## src/rtl/mux_rr_arbiter.sv

```systemverilog
// rtl/mux_rr_arbiter.sv - round-robin arbiter sharing one registered 4:1 mux across four producers
module mux_rr_arbiter #(
    parameter int WIDTH = 1
) (
    input  logic             clk,
    input  logic             rst,
    input  logic [3:0]       req,
    input  logic [WIDTH-1:0] i0,
    input  logic [WIDTH-1:0] i1,
    input  logic [WIDTH-1:0] i2,
    input  logic [WIDTH-1:0] i3,
    output logic [3:0]       ack,
    output logic             s1,
    output logic             s0,
    output logic [WIDTH-1:0] y,
    output logic             y_valid,
    input  logic             y_ready
);

    typedef enum logic {IDLE, BUSY} state_t;

    state_t           state_q, state_d;
    logic [WIDTH-1:0] y_q, y_d;
    logic [1:0]       sel_q, sel_d;
    logic [1:0]       lg_q, lg_d;
    logic [3:0]       ack_q, ack_d;

    logic [3:0]       elig;
    logic             found;
    logic [1:0]       pick;
    logic [1:0]       idx;
    logic [WIDTH-1:0] data_sel;
    logic             capture;

    // A channel acked last edge has not yet advanced its data, so mask it.
    assign elig = req & ~ack_q;

    always_comb begin
        found = 1'b0;
        pick  = 2'd0;
        idx   = 2'd0;
        for (int off = 1; off <= 4; off++) begin
            idx = lg_q + 2'(off);
            if (!found && elig[idx]) begin
                found = 1'b1;
                pick  = idx;
            end
        end
    end

    always_comb begin
        case (pick)
            2'd0:    data_sel = i0;
            2'd1:    data_sel = i1;
            2'd2:    data_sel = i2;
            default: data_sel = i3;
        endcase
    end

    // In BUSY a capture is only allowed on the edge that also consumes y.
    assign capture = found && ((state_q == IDLE) || y_ready);

    always_comb begin
        state_d = state_q;
        y_d     = y_q;
        sel_d   = sel_q;
        lg_d    = lg_q;
        ack_d   = 4'b0000;
        if (capture) begin
            y_d   = data_sel;
            sel_d = pick;
            lg_d  = pick;
            ack_d = 4'b0001 << pick;
        end
        case (state_q)
            IDLE: if (found) state_d = BUSY;
            BUSY: if (y_ready && !found) state_d = IDLE;
            default: state_d = IDLE;
        endcase
    end

    always_ff @(posedge clk) begin
        if (rst) begin
            state_q <= IDLE;
            y_q     <= '0;
            sel_q   <= 2'd0;
            lg_q    <= 2'd3;
            ack_q   <= 4'b0000;
        end else begin
            state_q <= state_d;
            y_q     <= y_d;
            sel_q   <= sel_d;
            lg_q    <= lg_d;
            ack_q   <= ack_d;
        end
    end

    assign ack     = ack_q;
    assign s1      = sel_q[1];
    assign s0      = sel_q[0];
    assign y       = y_q;
    assign y_valid = (state_q == BUSY);

endmodule
```

## config.mk

```make
export PLATFORM = sky130hd
export DESIGN_NAME = mux_rr_arbiter
export DESIGN_NICKNAME = d
export VERILOG_FILES = /design/src/rtl/mux_rr_arbiter.sv
export SDC_FILE = /design/constraint.sdc
export NUM_CORES = 1
export LEC_CHECK = 0
export CELL_PAD_IN_SITES_DETAIL_PLACEMENT = 1
export CELL_PAD_IN_SITES_GLOBAL_PLACEMENT = 2
export CORE_ASPECT_RATIO = 0.9
export CORE_MARGIN = 2
export CORE_UTILIZATION = 25
export DETAILED_ROUTE_END_ITERATION = 10
export PLACE_DENSITY = 0.81
export SLEW_MARGIN = 20
export SYNTH_ARGS = -nofsm -noshare
export SYNTH_HDL_FRONTEND = slang
export SYNTH_SLANG_ARGS = --single-unit
```

## constraint.sdc

```tcl
create_clock -name clk -period 2.9 [get_ports clk]
set_input_delay 0.58 -clock clk [delete_from_list [all_inputs] [get_ports clk]]
set_output_delay 0.58 -clock clk [all_outputs]
set_load 0.02 [all_outputs]
```

# Word-level counts from Yosys, hierarchy flattened
# Index checks and enable logic that the tools add are counted.
dict set report word_totals {
  register_bits 10
  inputBits 11
  out_inout_bits 8
  word_cells 51
}
dict set report classes {
  add_sub_neg 3
  n_lt_le_gt_ge 4
  n_eq_ne 2
  shift 1
  mux 20
  bitwise 4
  reduce_logical 12
}
# operator n
set op_table {}
lappend op_table {{2-bit by 3-bit < comparator with 1-bit output (second input constant)} 4}
lappend op_table {{1-bit 2-to-1 mux} 10}
lappend op_table {{1-bit binary-select mux with 2-bit select} 4}
lappend op_table {{2-bit 2-to-1 mux} 4}
lappend op_table {{1-bit logical AND} 5}
lappend op_table {{2-bit adder (second input constant)} 2}
lappend op_table {{4-bit bitwise AND} 1}
lappend op_table {{1-bit logical NOT} 4}
lappend op_table {{4-bit NOT} 1}
lappend op_table {{1-bit by 2-bit left shift with 4-bit output (first input constant)} 1}
lappend op_table {{1-bit one-hot mux with 3 select lines} 1}
lappend op_table {{2-bit by 1-bit adder with 2-bit output (second input constant)} 1}
lappend op_table {{2-bit by 1-bit equality test with 1-bit output (second input constant)} 1}
lappend op_table {{2-bit equality test (second input constant)} 1}
lappend op_table {{2-bit logical NOT} 1}
lappend op_table {{1-bit NOT} 2}
lappend op_table {{1-bit one-hot mux with 2 select lines} 1}
lappend op_table {{2-bit OR reduction} 1}
lappend op_table {{1-bit logical OR} 1}

# Logic depth before layout (Yosys ltp)
dict set report depth {
  word_depth 18
  mapped_depth 5
  mapped_depth_nobuf 5
}

# Worst setup path after synthesis
# OpenSTA, ideal clock, no wires.
dict set report synth_timing {
  kind {input -> register}
  start {input port req[1]}
  end {register y_q (netlist: y)}
  setup_ns 0.118
  arrival_ns 1.806
  required_time_ns 2.782
  path_slack_ns 0.977
  path_stages 4
  n_path_buf 0
  cell_sequence {or4b_4 > a311o_1 > or3_1 > o2111a_1}
}
dict set report synth_between {
  elab_chain_cells 15
  word_cells_on_any_way 28
  cone_classes {2 x eq/ne; 17 x mux; 1 x bitwise; 8 x reduce/logical}
}
# item line_no
set synth_rtl {}
lappend synth_rtl {{start, declared} 7} ;# input logic [3:0] req,
lappend synth_rtl {{4-bit bitwise AND (*)} 36} ;# assign elig = req & ~ack_q;
lappend synth_rtl {{1-bit binary-select mux with 2-bit select} 44} ;# if (!found && elig[idx]) begin
lappend synth_rtl {{1-bit 2-to-1 mux (not written as such)} 44}
lappend synth_rtl {{1-bit 2-to-1 mux} 44}
lappend synth_rtl {{1-bit logical NOT} 44}
lappend synth_rtl {{1-bit logical AND} 44}
lappend synth_rtl {{1-bit 2-to-1 mux} 44}
lappend synth_rtl {{1-bit logical NOT} 44}
lappend synth_rtl {{1-bit logical AND} 44}
lappend synth_rtl {{1-bit 2-to-1 mux} 44}
lappend synth_rtl {{1-bit logical NOT} 44}
lappend synth_rtl {{1-bit logical AND} 44}
lappend synth_rtl {{2-bit 2-to-1 mux} 44}
lappend synth_rtl {{2-bit equality test (tied with other cells)} 52} ;# case (pick)
lappend synth_rtl {{1-bit one-hot mux with 3 select lines} 52}
lappend synth_rtl {{end signal, assigned} 91} ;# y_q <= y_d;
lappend synth_rtl {{end, declared} 23} ;# logic [WIDTH-1:0] y_q, y_d;
# Mark *: on every way between the ends. The rest lies on a longest branch, timed or not. The select of a mux whose other input is x is not followed.
# A chain may end at the register's enable or synchronous reset.

# Worst setup path after layout
# Ends and elaborated chain as after synthesis.

==> metrics.json <==
{
  "holdBufCountCts": 0,
  "route.detailed.vias_per_inst": 5.009,
  "postSynthRegisterBits": 10,
  "fp.dieH_um": 47.24,
  "gr-total-overflow": 0,
  "globalplace.congestion": 0.6996,
  "nNetsFinal": 95,
  "fmax_mhz": 445.2,
  "reg2reg_from": "lg_q[1]$_SDFFE_PP1N_",
  "worstSetupPathType": "in2reg",
  "path_max_fanout": 4,
  "core.rowCount": 15,
  "critPathCaptureType": "flop",
  "hold_depth": 2,
  "cts.reportedPaths.clkPinSlew_ps": 70,
  "netlist-cell-type-count": 25,
  "post_synthesis_instance_area_um2": 519.2,
  "postCtsSetupBuffers": 0,
  "yosys.cell_count.top_type": "sky130_fd_sc_hd__dfxtp_1",
  "reg2reg_slack_ps": 980,
  "max_cap_viol_count": 0,
  "synth_nets": 73,
  "seqPwrFrac_pct": 38.6,
  "clock_power_share_pct": 29.6,
  "critical_path.startpoint_type": "primary input",
  "clk-insertion-delay-late_ps": 270,
  "worst_slew_margin_pct": 70.69,
  "final_min_period_over_clock_period_pct": 77.45,
  "initial_utilization_pct": 26.86,
  "cp_data_required_time_ps": 3070,
  "cts_resized": 0,
  "io_buffers": 18,
  "grt.met2_usage_pct": 22.53,
  "ys_seq_area_share_pct": 38.55,
  "final_non_filler_cell_area_um2": 763.2,
  "avgRoutedWirePerCell_um": 13.63,
  "hold_class": "reg2reg",
  "hp-start": "sel_q[1]$_SDFFE_PP0N_",
  "power.density_cell_area_nw_per_um2": 575.4,
  "clock_tree.root_cell": "sky130_fd_sc_hd__clkbuf_4",
  "placeableCoreArea_um2": 1933,
  "switching_part_of_the_total_pct": 31.72,
  "htree_num_levels": 1,
  "place_area_um2": 726.9,
  "dp.final_hpwl_mm": 1.150,
  "io_pins": 19,
  "cts.sink_count": 10,
  "tightest_slew_ps": 439.7,
  "grt_start_max_net_pins": 9,
  "sw_pwr_w": 0.0001393,
  "min_delay_worst_endpoint": "sel_q[1]$_SDFFE_PP0N_",
  "first_global_vias": 523,
  "slew_viol_final": 0,
  "synth.yosys.warnings": 0,
  "final_cell_count_no_fill": 108,
  "yosys_most_used_dff": "sky130_fd_sc_hd__dfxtp_1",
  "clock_skew_after_layout_ps": 3.610,
  "drcViolationCount": 0,
  "setup_repair_after_global_routing_missed_its_margin": "false",
  "yosysTopAreaCellShare_pct": 38.55,
  "reported_leakage_power_nw": 0.2970,
  "outcome": "completed",
  "grt_antenna_before_repair": 0,
  "cts_made_buffers": 3,
  "grt_pass1_wl_mm": 2.435,
  "comb_power_share_pct": 31.8,
  "timing.critical_path.arrival_ps": 2420,
  "first_drt_pass_iteration_count": 4,
  "count_of_flip_flops_with_a_built_in_enable_after_synthesis": 0,
  "ctsLongestPathBuffers": 2,
  "clock_tree_from_tritoncts": "done",
  "ys_async_sr_fraction_pct": 0,
  "drive_gt1_share_pct": 7.229,
  "grt_util_all_layers_pct": 14.02,
  "synth.area.top_cells": "sky130_fd_sc_hd__dfxtp_1, sky130_fd_sc_hd__nand2b_1, sky130_fd_sc_hd__nor3_1",
  "ir_worst_vdd_mv": 0.2853,
  "place_inst": 104,
  "timing.hold.ws_ps": 464.6,
  "finalHoldViolations": 0,
  "r2r-end": "y$_SDFFE_PP0N_",
  "timing.final.crit_period_ps": 2246,
  "timing.reg2reg.worst_path_depth": 4,
  "grt.busiest_layer": "met2",
  "use_met3_pct": 4.777,
  "initial_drc_count": 2,
  "finalSetupTns_ps": 0,
  "die_width_um": 52.04,
  "cell_count_after_synthesis": 62,
  "synthTopCellsByCount": "sky130_fd_sc_hd__dfxtp_1, sky130_fd_sc_hd__nand2b_1, sky130_fd_sc_hd__nor2_1",
  "grt.met1_usage_pct": 17.82,
  "finalWirelength_mm": 1.472,
  "avgSynthCellArea_um2": 8.375,
  "ant_nets": 0,
  "report.final.setup_viol": 0,
  "vias": 541,
  "p_int_w": 0.0002998,
  "synthToLayoutAreaGrowth_pct": 46.99,
  "dieArea_um2": 2458,
  "yosys.area.top_type": "sky130_fd_sc_hd__dfxtp_1",
  "antennaDiodeCount": 0
}
## metal layers
layer | part of all wire (%) | routed length [um]
met5 | 0 | 0
met4 | 1.5 | 22
met3 | 4.1 | 61
met2 | 48 | 701
met1 | 47 | 687
## per-stage QoR
step | power [W] | setup slack [ps] | utilization, %
after floorplan | 0.0002541 | 976.9 | -
after global placement | 0.0003108 | 427.5 | 37.61
after detailed placement | 0.0003127 | 373.8 | 37.61
after CTS | 0.0004450 | 655.3 | 39.48
after global routing | 0.0004672 | 551.2 | 39.48
final | 0.0004391 | 654.1 | 39.48
## final cells by class
type / instances / area (um^2)
tap: 25 / 31.28
multi-input combinational: 49 / 307.8
inverter: 2 / 7.507
sequential: 10 / 200.2
clock buffer: 4 / 36.28
timing repair buffer: 18 / 180.2
fill: 230 / 1170
## registers in the layout (all words and copies together) (netlist names)
register	flops
y_valid	1
ack	4
sel_q	2
lg_q	2
y	1
## power groups by stage
| stage | registers (W) | logic [W] | clock network [W] |
|---|---|---|---|
| CTS | 0.000169 | 0.000141 | 0.000134 |
| finish | 0.000170 | 0.000140 | 0.000130 |
| detailed placement | 0.000172 | 0.000141 | 0 |
| floorplan | 0.000184 | 0.0000698 | 0 |
| global route | 0.000172 | 0.000155 | 0.000140 |
| global placement | 0.000172 | 0.000139 | 0 |
## cell families (layout without fill, tap and decap cells)
| family | count (synthesis) | in the layout | synth area share, % |
|---|---|---|---|
| buf+inv | 3 | 24 | 2.169 |
| simple gates | 29 | 29 | 30.84 |
| fa+ha+maj | 1 | 1 | 1.928 |
| flops | 10 | 10 | 38.55 |
| mux | 1 | 1 | 2.169 |
| compound gates | 18 | 18 | 24.34 |
## layout by cell type, fill, tap and decap left out
cell / netlist / routed
sky130_fd_sc_hd__dfxtp_1: 10 / 10
sky130_fd_sc_hd__and3b_1: 1 / 1
sky130_fd_sc_hd__a211o_1: 1 / 1
sky130_fd_sc_hd__maj3_1: 1 / 1
sky130_fd_sc_hd__nor2_1: 6 / 6
sky130_fd_sc_hd__a21oi_1: 3 / 3
sky130_fd_sc_hd__clkbuf_8: 0 / 1
sky130_fd_sc_hd__a221o_1: 1 / 1
sky130_fd_sc_hd__clkdlybuf4s50_1: 0 / 18
sky130_fd_sc_hd__nor3_1: 5 / 5
sky130_fd_sc_hd__nand2_1: 4 / 4
sky130_fd_sc_hd__nor2b_1: 3 / 3
sky130_fd_sc_hd__a21o_1: 2 / 2
sky130_fd_sc_hd__o2111a_1: 1 / 1
sky130_fd_sc_hd__and2_1: 1 / 1
sky130_fd_sc_hd__inv_1: 2 / 2
sky130_fd_sc_hd__mux2_2: 1 / 1
sky130_fd_sc_hd__o21a_1: 1 / 1
sky130_fd_sc_hd__a221oi_1: 1 / 1
sky130_fd_sc_hd__o22ai_1: 1 / 1
sky130_fd_sc_hd__o21ai_0: 5 / 5
sky130_fd_sc_hd__o2bb2ai_1: 1 / 1
sky130_fd_sc_hd__clkbuf_4: 0 / 3
sky130_fd_sc_hd__nand2b_1: 6 / 6
sky130_fd_sc_hd__or3_1: 2 / 2
sky130_fd_sc_hd__a311o_1: 1 / 1
sky130_fd_sc_hd__or4b_4: 1 / 1
## critical path, stage by stage
cell                              delay, ps
sky130_fd_sc_hd__clkdlybuf4s50_1        490
sky130_fd_sc_hd__or4b_4                 480
sky130_fd_sc_hd__a311o_1                380
sky130_fd_sc_hd__or3_1                  330
sky130_fd_sc_hd__o2111a_1               140
## worst max path at each step
stage                 from        endpoint  slack, ps  cells past startpoint
floorplan           req[1]  y$_SDFFE_PP0N_        980                      4
global placement    req[1]  y$_SDFFE_PP0N_        430                      5
detailed placement  req[1]  y$_SDFFE_PP0N_        370                      5
CTS                 req[1]  y$_SDFFE_PP0N_        660                      5
global route        req[0]  y$_SDFFE_PP0N_        550                      6
finish              req[1]  y$_SDFFE_PP0N_        650                      5
Power figures use the tool's default switching activity.
